--- src/rtl/game_pkg.sv ---
// Shared definitions for the LED sequence game: FSM state encoding and the
// LFSR seed/tap constants used by game_lfsr.
package game_pkg;

  typedef enum logic [2:0] {
    ST_IDLE     = 3'd0,
    ST_ADD      = 3'd1,
    ST_SHOW_ON  = 3'd2,
    ST_SHOW_OFF = 3'd3,
    ST_INPUT    = 3'd4,
    ST_WIN      = 3'd5,
    ST_LOSE     = 3'd6
  } state_e;

  localparam logic [15:0] LFSR_SEED = 16'hACE1;

  // Taps 16,14,13,11 counted from the output end: bits 0,2,3,5 of a right shifter.
  localparam logic [15:0] LFSR_TAPS = 16'h002D;

  function automatic logic [15:0] lfsr_next(input logic [15:0] v);
    return {^(v & LFSR_TAPS), v[15:1]};
  endfunction

endpackage

--- src/rtl/game_lfsr.sv ---
// Free-running 16-bit Fibonacci LFSR; advances every cycle, reloads the seed
// while reset_n is high.
module game_lfsr
  import game_pkg::*;
(
  input  logic        osc_clk,
  input  logic        reset_n,
  output logic [15:0] value
);

  logic [15:0] lfsr_q;
  logic [15:0] lfsr_d;

  assign lfsr_d = lfsr_next(lfsr_q);

  always_ff @(posedge osc_clk or posedge reset_n) begin
    if (reset_n) lfsr_q <= LFSR_SEED;
    else         lfsr_q <= lfsr_d;
  end

  assign value = lfsr_q;

endmodule

--- src/rtl/led_sequence_game.sv ---
// Memory ("Simon") game: plays back a growing random LED sequence and checks
// button presses. Define GAME_TIMEOUT_EN to lose after TMO_CYC idle INPUT cycles.
module led_sequence_game
  import game_pkg::*;
#(
  parameter int N_CH     = 4,
  parameter int MAX_LEN  = 8,
  parameter int SHOW_CYC = 4,
  parameter int GAP_CYC  = 2,
  parameter int TMO_CYC  = 64
) (
  input  logic                         osc_clk,
  input  logic                         reset_n,
  input  logic                         start,
  input  logic [N_CH-1:0]              btn,
  output logic [N_CH-1:0]              led,
  output logic                         busy,
  output logic                         win,
  output logic                         lose,
  output logic [$clog2(MAX_LEN+1)-1:0] score
);

  localparam int IDX_W   = $clog2(N_CH);
  localparam int LEN_W   = $clog2(MAX_LEN+1);
  localparam int PB_MAX  = (SHOW_CYC > GAP_CYC) ? SHOW_CYC : GAP_CYC;
  // One timer serves playback pacing and, when enabled, the INPUT timeout.
  localparam int TIM_MAX = (TMO_CYC > PB_MAX) ? TMO_CYC : PB_MAX;
  localparam int TIM_W   = $clog2(TIM_MAX+1);

  localparam logic [LEN_W-1:0] LEN_ONE = LEN_W'(1);
  localparam logic [LEN_W-1:0] LEN_TOP = LEN_W'(MAX_LEN);
  localparam logic [TIM_W-1:0] TIM_ONE = TIM_W'(1);
  localparam logic [TIM_W-1:0] SHOW_LAST = TIM_W'(SHOW_CYC-1);
  localparam logic [TIM_W-1:0] GAP_LAST  = TIM_W'(GAP_CYC-1);

  state_e                         state_q, state_d;
  logic [LEN_W-1:0]               len_q, len_d;
  logic [LEN_W-1:0]               pos_q, pos_d;
  logic [LEN_W-1:0]               score_q, score_d;
  logic [TIM_W-1:0]               tim_q, tim_d;
  logic [MAX_LEN-1:0][IDX_W-1:0]  seq_q, seq_d;
  logic [N_CH-1:0]                btn_q;

  logic [15:0]                    rnd;
  logic [IDX_W-1:0]               new_idx;
  logic [IDX_W-1:0]               cur_idx;
  logic [N_CH-1:0]                cur_onehot;
  logic [N_CH-1:0]                press;
  logic                           press_ok;
  logic                           press_bad;
  logic                           last_pos;

  game_lfsr u_lfsr (
    .osc_clk (osc_clk),
    .reset_n (reset_n),
    .value   (rnd)
  );

  assign new_idx = IDX_W'(rnd % 16'(N_CH));

  always_comb begin
    cur_idx = '0;
    for (int i = 0; i < MAX_LEN; i++)
      if (pos_q == LEN_W'(i)) cur_idx = seq_q[i];
  end

  assign cur_onehot = N_CH'(1) << cur_idx;
  assign press      = btn & ~btn_q;
  // Exactly one edge on the expected channel; anything else nonzero is a miss.
  assign press_ok   = (press == cur_onehot);
  assign press_bad  = (press != '0) && !press_ok;
  assign last_pos   = (pos_q == len_q - LEN_ONE);

  always_ff @(posedge osc_clk or posedge reset_n) begin
    if (reset_n) begin
      state_q <= ST_IDLE;
      len_q   <= '0;
      pos_q   <= '0;
      score_q <= '0;
      tim_q   <= '0;
      seq_q   <= '0;
      btn_q   <= '0;
    end else begin
      state_q <= state_d;
      len_q   <= len_d;
      pos_q   <= pos_d;
      score_q <= score_d;
      tim_q   <= tim_d;
      seq_q   <= seq_d;
      btn_q   <= btn;
    end
  end

  always_comb begin
    state_d = state_q;
    len_d   = len_q;
    pos_d   = pos_q;
    score_d = score_q;
    tim_d   = tim_q;
    seq_d   = seq_q;
    case (state_q)
      ST_IDLE, ST_WIN, ST_LOSE: begin
        if (start) begin
          len_d   = '0;
          pos_d   = '0;
          score_d = '0;
          tim_d   = '0;
          state_d = ST_ADD;
        end
      end
      ST_ADD: begin
        for (int i = 0; i < MAX_LEN; i++)
          if (len_q == LEN_W'(i)) seq_d[i] = new_idx;
        len_d   = len_q + LEN_ONE;
        pos_d   = '0;
        tim_d   = '0;
        state_d = ST_SHOW_ON;
      end
      ST_SHOW_ON: begin
        if (tim_q == SHOW_LAST) begin
          tim_d   = '0;
          state_d = ST_SHOW_OFF;
        end else begin
          tim_d = tim_q + TIM_ONE;
        end
      end
      ST_SHOW_OFF: begin
        if (tim_q == GAP_LAST) begin
          tim_d = '0;
          if (!last_pos) begin
            pos_d   = pos_q + LEN_ONE;
            state_d = ST_SHOW_ON;
          end else begin
            pos_d   = '0;
            state_d = ST_INPUT;
          end
        end else begin
          tim_d = tim_q + TIM_ONE;
        end
      end
      ST_INPUT: begin
        if (press_ok) begin
          tim_d = '0;
          if (last_pos) begin
            score_d = len_q;
            state_d = (len_q == LEN_TOP) ? ST_WIN : ST_ADD;
          end else begin
            pos_d = pos_q + LEN_ONE;
          end
        end else if (press_bad) begin
          state_d = ST_LOSE;
        end
`ifdef GAME_TIMEOUT_EN
        else if (tim_q == TIM_W'(TMO_CYC-1)) begin
          state_d = ST_LOSE;
        end else begin
          tim_d = tim_q + TIM_ONE;
        end
`endif
      end
      default: state_d = ST_IDLE;
    endcase
  end

  always_comb begin
    led  = '0;
    busy = 1'b1;
    win  = 1'b0;
    lose = 1'b0;
    case (state_q)
      ST_IDLE:    busy = 1'b0;
      ST_SHOW_ON: led  = cur_onehot;
      ST_INPUT:   led  = btn;
      ST_WIN: begin
        busy = 1'b0;
        win  = 1'b1;
        led  = '1;
      end
      ST_LOSE: begin
        busy = 1'b0;
        lose = 1'b1;
      end
      ST_ADD, ST_SHOW_OFF: led = '0;
      default: busy = 1'b0;
    endcase
  end

  assign score = score_q;

endmodule
--- config.mk ---
export PLATFORM = sky130hd
export DESIGN_NAME = led_sequence_game
export DESIGN_NICKNAME = d
export VERILOG_FILES = /design/src/rtl/game_pkg.sv /design/src/rtl/game_lfsr.sv /design/src/rtl/led_sequence_game.sv
export SDC_FILE = /design/constraint.sdc
export NUM_CORES = 1
export LEC_CHECK = 0
export ABC_AREA = 1
export BUFFER_PORTS_ARGS = -buffer_cell sky130_fd_sc_hd__buf_4
export CORE_AREA = 5 5 86 88
export CTS_CLUSTER_DIAMETER = 200
export DETAILED_ROUTE_END_ITERATION = 10
export DIE_AREA = 0 0 91 93
export PLACE_DENSITY = 0.66
export SYNTH_ARGS = -nofsm -noshare
export SYNTH_HDL_FRONTEND = slang
export SYNTH_SLANG_ARGS = --single-unit
export TNS_END_PERCENT = 1
--- constraint.sdc ---
create_clock -name osc_clk -period 3.1 [get_ports osc_clk]
set_clock_uncertainty 0.2 [all_clocks]
set_input_delay 0.62 -clock osc_clk [delete_from_list [all_inputs] [get_ports osc_clk]]
set_output_delay 0.62 -clock osc_clk [all_outputs]
set_load 0.05 [all_outputs]
== Yosys cells after proc, flatten, opt, wreduce, memory -nomap -nowiden ==
Cells that the tools add are included.
Widths: inputs -> output; s select.

* Equal/unequal tests: 33
* Multiplexer cells: 36
* Bitwise operators: 2
* Reduce and logical (&&, ||, !) cells: 26
* Shift operators: 1
* Add/subtract/negate cells: 4

{| class="wikitable"
|+ Operators by type and width
! kind !! count
|-
| $pmux 7 s5 || 1
|-
| $eq 4x3->1 const B || 8
|-
| $mux 4 || 7
|-
| $mux 7 || 4
|-
| $mux 3 || 8
|-
| $reduce_and 2->1 || 9
|-
| $eq 4x2->1 const B || 4
|-
| $mux 2 || 8
|-
| $pmux 4 s2 || 2
|-
| $pmux 4 s4 || 1
|-
| $reduce_xor 16->1 || 1
|-
| $pmux 3 s5 || 1
|-
| $ne 2x2->1 const B || 6
|-
| $pmux 4 s3 || 1
|-
| $reduce_and 5->1 || 2
|-
| $eq 3x3->1 const B || 3
|-
| $add 4x1->4 const B || 2
|-
| $eq 4x1->1 const B || 2
|-
| $eq 4x4->1 || 2
|-
| $logic_not 4->1 || 2
|-
| $reduce_bool 4->1 || 2
|-
| $add 7x1->7 const B || 1
|-
| $eq 7x1->1 const B || 1
|-
| $eq 7x2->1 const B || 1
|-
| 18 further kinds || 23
|}

* Logic and storage cells: 117
* Register bits: 58
* Output and inout bits: 11
* Input port bits: 7

== Longest topological paths before layout ==
* Word-level depth: 16
* Mapped depth: 23

== Hierarchy ==
A second synthesis with hierarchy kept.

* Cell total of the unflattened synthesis: 421
* Area total of the unflattened synthesis: 3295.7 um2

{| class="wikitable"
|+ By module, submodules not included
! module !! instances !! cells an instance !! area each (um2)
|-
| led_sequence_game || 1 || 374 || 2705.1
|-
| game_lfsr || 1 || 47 || 590.6
|}

== Worst setup path before layout ==
No wires, ideal clock.

* Kind: register to output
* From: reg pos_q[1]
* To: out led[3]
* Arrival time: 2.225 ns
* Cell stages (with the launch flop): 16
* Data required time: 2.280 ns
* Path buffers: 0
* Path slack: 0.055 ns
* Cell sequence: dfrtp_1 -> inv_1 -> ha_1 -> nor2_1 -> nand3_1 -> nand2_1 -> nand2_1 -> nand2_1 -> nand2_1 -> nand2_1 -> nand2_1 -> nand2_1 -> nand2_2 -> nand2_2 -> nand2_1 -> o221ai_1

* Cells in the longest elaborated chain, start to end: 11
* Elaborated cells on any way between the ends: 18
* Those cells by class: 7 x eq/ne; 1 x shift; 9 x mux; 1 x reduce/logical

{| class="wikitable"
|+ RTL lines
! element !! RTL line !! text
|-
| start: declaration || led_sequence_game.sv:38 || <nowiki>logic [LEN_W-1:0] pos_q, pos_d;</nowiki>
|-
| start signal: assignment || led_sequence_game.sv:86 || <nowiki>pos_q <= pos_d;</nowiki>
|-
| $logic_not 4->1 || led_sequence_game.sv:64 || <nowiki>if (pos_q == LEN_W'(i)) cur_idx = seq_q[i];</nowiki>
|-
| $mux 2 (7 in series) || led_sequence_game.sv:64 ||
|-
| $mux 2 * || led_sequence_game.sv:64 ||
|-
| $shl 1x2->4 * || led_sequence_game.sv:67 || <nowiki>assign cur_onehot = N_CH'(1) << cur_idx;</nowiki>
|-
| $pmux 4 s3 * || led_sequence_game.sv:170 || <nowiki>case (state_q)</nowiki>
|-
| end: declaration || led_sequence_game.sv:16 || <nowiki>output logic [N_CH-1:0] led,</nowiki>
|}

Mark *: on every way between the ends. The rest lies on a longest branch, timed or not.

== Worst setup path in the final report ==
* From: reg pos_q[1]
* To: out led[1]

Same word-level chain as after synthesis.

==> metrics.txt <==
Arr. time, crit path=2.25 ns; CP Max Fanout=5; Layout Nets=451; Total Neg Setup Slack=0 ns; Pwr Density=748.9 nW/µm²; Post-Synthesis Cell Area=3153 µm²; RD Place Congestion=0.8389; DRT Pass-1 Iters=4; clock root cell=clkbuf_8; dpl cells=495; Leakage=1.886 nW; Die X=91 µm; largest net degree at the start of global routing=39; Peak Freq=326.2 MHz; clock power share=27.3%; Min Hold Slack=0.1558 ns; Routed WL=7.181 mm; DR iter-0 viols=134; CP startpoint kind=register; async set or reset register ratio after synthesis=100.0%; Max clock buf depth=2; vias=2615; fin crit period=3.066 ns; Post-synth EDFFs=0; CTS tree=done; placeable core area=6569 µm²; clk_lat worst skew=0.34 ns; synth top area cells=dfrtp_1 (40%), nand2_1 (13%), dfstp_2 (6.7%); Final ANT Viol Nets=0; Synth area leader=dfrtp_1; DRC Markers=0; syn_area_per_cell=7.922 µm²; gr ovfl total=0; CTS Sinks=58; NetSw=1.174 mW; Worst Setup End Kind=primary output; synth warn=0; # diodes=0; sequential power share=31.9%; IO buf count=17; RSZ-0062 raised after global routing=yes; Core Util, Final=58.38%; Synth top area share=39.68%; CTS Buf Count=9; Logic pwr share=40.9%; Vert. Die Dim=93 µm; starting density of the core=48.00%; # fillers=572; fin. max-slew vios=0; die area=8463 µm²; final cell count without fillers=519; routed vias/inst=5.039; Yosys cell types=33; Tightest Pin Transition=0.7556 ns; I/O Pins=18; Primary FF master, synth=dfrtp_1; Max VDD drop=0.5456 mV; row count=30; HPWL reported at the end of detailed placement=5.150 mm; cts hold-fix bufs=0; Total GRT Usage=17.64%; switching share of total power=40.86%; Max transition margin=49.55%; first-pass GRT wire length=11.92 mm; Hold Vio Cnt, Final=0; leading cell types in the layout, fill and taps excluded=nand2_1 (104), inv_1 (51), dfrtp_1 (46), nor2_1 (33), buf_4 (28); Final setup viols=0; Overall Power=2.872 mW; H-tree levels=3; initial antenna violation count=0; #FFs+latches synth=58; Hold Path Class=reg -> reg; WL per Instance=13.84 µm; synthesized instance count=398; outcome=finished clean; Clk pin slew, worst setup/hold paths=0.07 ns; sequential area share after synthesis=46.35%; commonest non-fill, non-tap cell in the layout=nand2_1; layout cells sized above 1=23.46%; number of global-route vias before repair=2564; Int Power=1.698 mW; Final Cycle Share=98.89%; synth-to-layout area growth=21.63%; CP required=2.28 ns; max-cap violations=0; syn_nets=415; WS Path Type=reg -> out
-- cell type report --
cell class / instances / area (µm²) / share of cell area, %
clock buffer: 9 / 123.9 / 3.230
clock inverter: 7 / 102.6 / 2.675
inverter: 58 / 222.7 / 5.808
multi-input combinational: 275 / 1564 / 40.78
sequential: 58 / 1466 / 38.24
tap: 80 / 100.1 / 2.610
timing repair buffer: 32 / 255.2 / 6.656
-- power groups by stage --
| stage | Combinational [mW] | Sequential (mW) | Clock [mW] |
|---|---|---|---|
| 6_report | 1.17 | 0.915 | 0.783 |
| 2_1_floorplan | 0.785 | 0.892 | 0 |
| 3_3_place_gp | 1.04 | 0.914 | 0 |
| 5_1_grt | 1.30 | 0.927 | 0.842 |
| 4_1_cts | 1.07 | 0.903 | 0.801 |
| 3_5_place_dp | 1.05 | 0.916 | 0 |
-- path summary, 6_finish.rpt --
kind | start | endpoint | slack (ns) | cells past startpoint
worst max register to register | pos_q[1]$_DFFE_PP0P_ | tim_q[5]$_DFFE_PP0P_ | 0.34 | 17
max in group asynchronous | reset_n | pos_q[0]$_DFFE_PP0P_ | 1.79 | 3
worst max-delay path | pos_q[1]$_DFFE_PP0P_ | led[1] | 0.03 | 11
worst min register to register | u_lfsr.value[6]$_DFF_PP1_ | u_lfsr.value[5]$_DFF_PP1_ | 0.16 | 0
min in group asynchronous | reset_n | len_q[1]$_DFFE_PP0P_ | 0.22 | 2
worst min-delay path | u_lfsr.value[6]$_DFF_PP1_ | u_lfsr.value[5]$_DFF_PP1_ | 0.16 | 0
-- critical path: stages (launching register included) --
cell and delay [ns]:
dfrtp_2 0.48, inv_4 0.11, ha_4 0.16, nand3_2 0.08
o21ai_1 0.15, inv_1 0.05, nand3_1 0.09, nand2_2 0.08
a21oi_4 0.20, nand3_2 0.11, o221ai_2 0.19, buf_6 0.18
-- per-layer routing --
layer	GRT usage, %	share of wire, %
met3	4.907	4.6
met4	5.134	1.1
met5	0	0
met2	25.78	45
met1	25.53	49
-- cells in the mapped netlist (2+ instances only) --
cell type  instances
nand3b_1           4
nand3_1           31
o221ai_1           4
xor2_1             6
xnor2_1            6
dfstp_2            8
ha_1              10
a21oi_1            5
nor2_2             2
nand4_1           16
nand2_1          109
nor2_1            37
o21bai_1           2
inv_1             55
o21ai_0           22
nand3_2            3
clkbuf_1           3
dfrtp_1           50
inv_2              3
nor3_1             4
nand2_2            4
or2_2              3
-- per-stage QoR --
stage | instance area, µm² | worst slack, ns
after floorplan | 3153 | 0.05514
after global placement | 3383 | 0.3241
after detailed placement | 3383 | 0.2693
after CTS | 3640 | 0.004440
after global routing | 3835 | -0.1298
final | 3835 | 0.03429
-- flip-flops by register name (all words and copies together) (netlist names) --
signal / flops
len_q: 4
pos_q: 4
seq_q: 16
score: 4
tim_q: 7
btn_q: 4
u_lfsr.value: 16
state_q: 3
-- cell families (layout without fill, tap and decap cells) --
| kind of cell | after synthesis | in the layout | share of synthesized area [%] |
|---|---|---|---|
| and+or+nand+nor | 216 | 216 | 30.99 |
| DFF | 58 | 58 | 46.35 |
| adders and majority gates | 10 | 10 | 3.968 |
| AOI/OAI and AO/OA | 37 | 37 | 6.865 |
| xor gates and xnor gates | 12 | 12 | 3.333 |
| buffers and inverters | 65 | 106 | 8.492 |
-- timing repair --
action,CTS,global route
gates resized for setup,7,38
endpoints found under the setup margin,4,4
buffers inserted,3,5
pin swaps,1,10
Power figures use the tool's default switching activity.
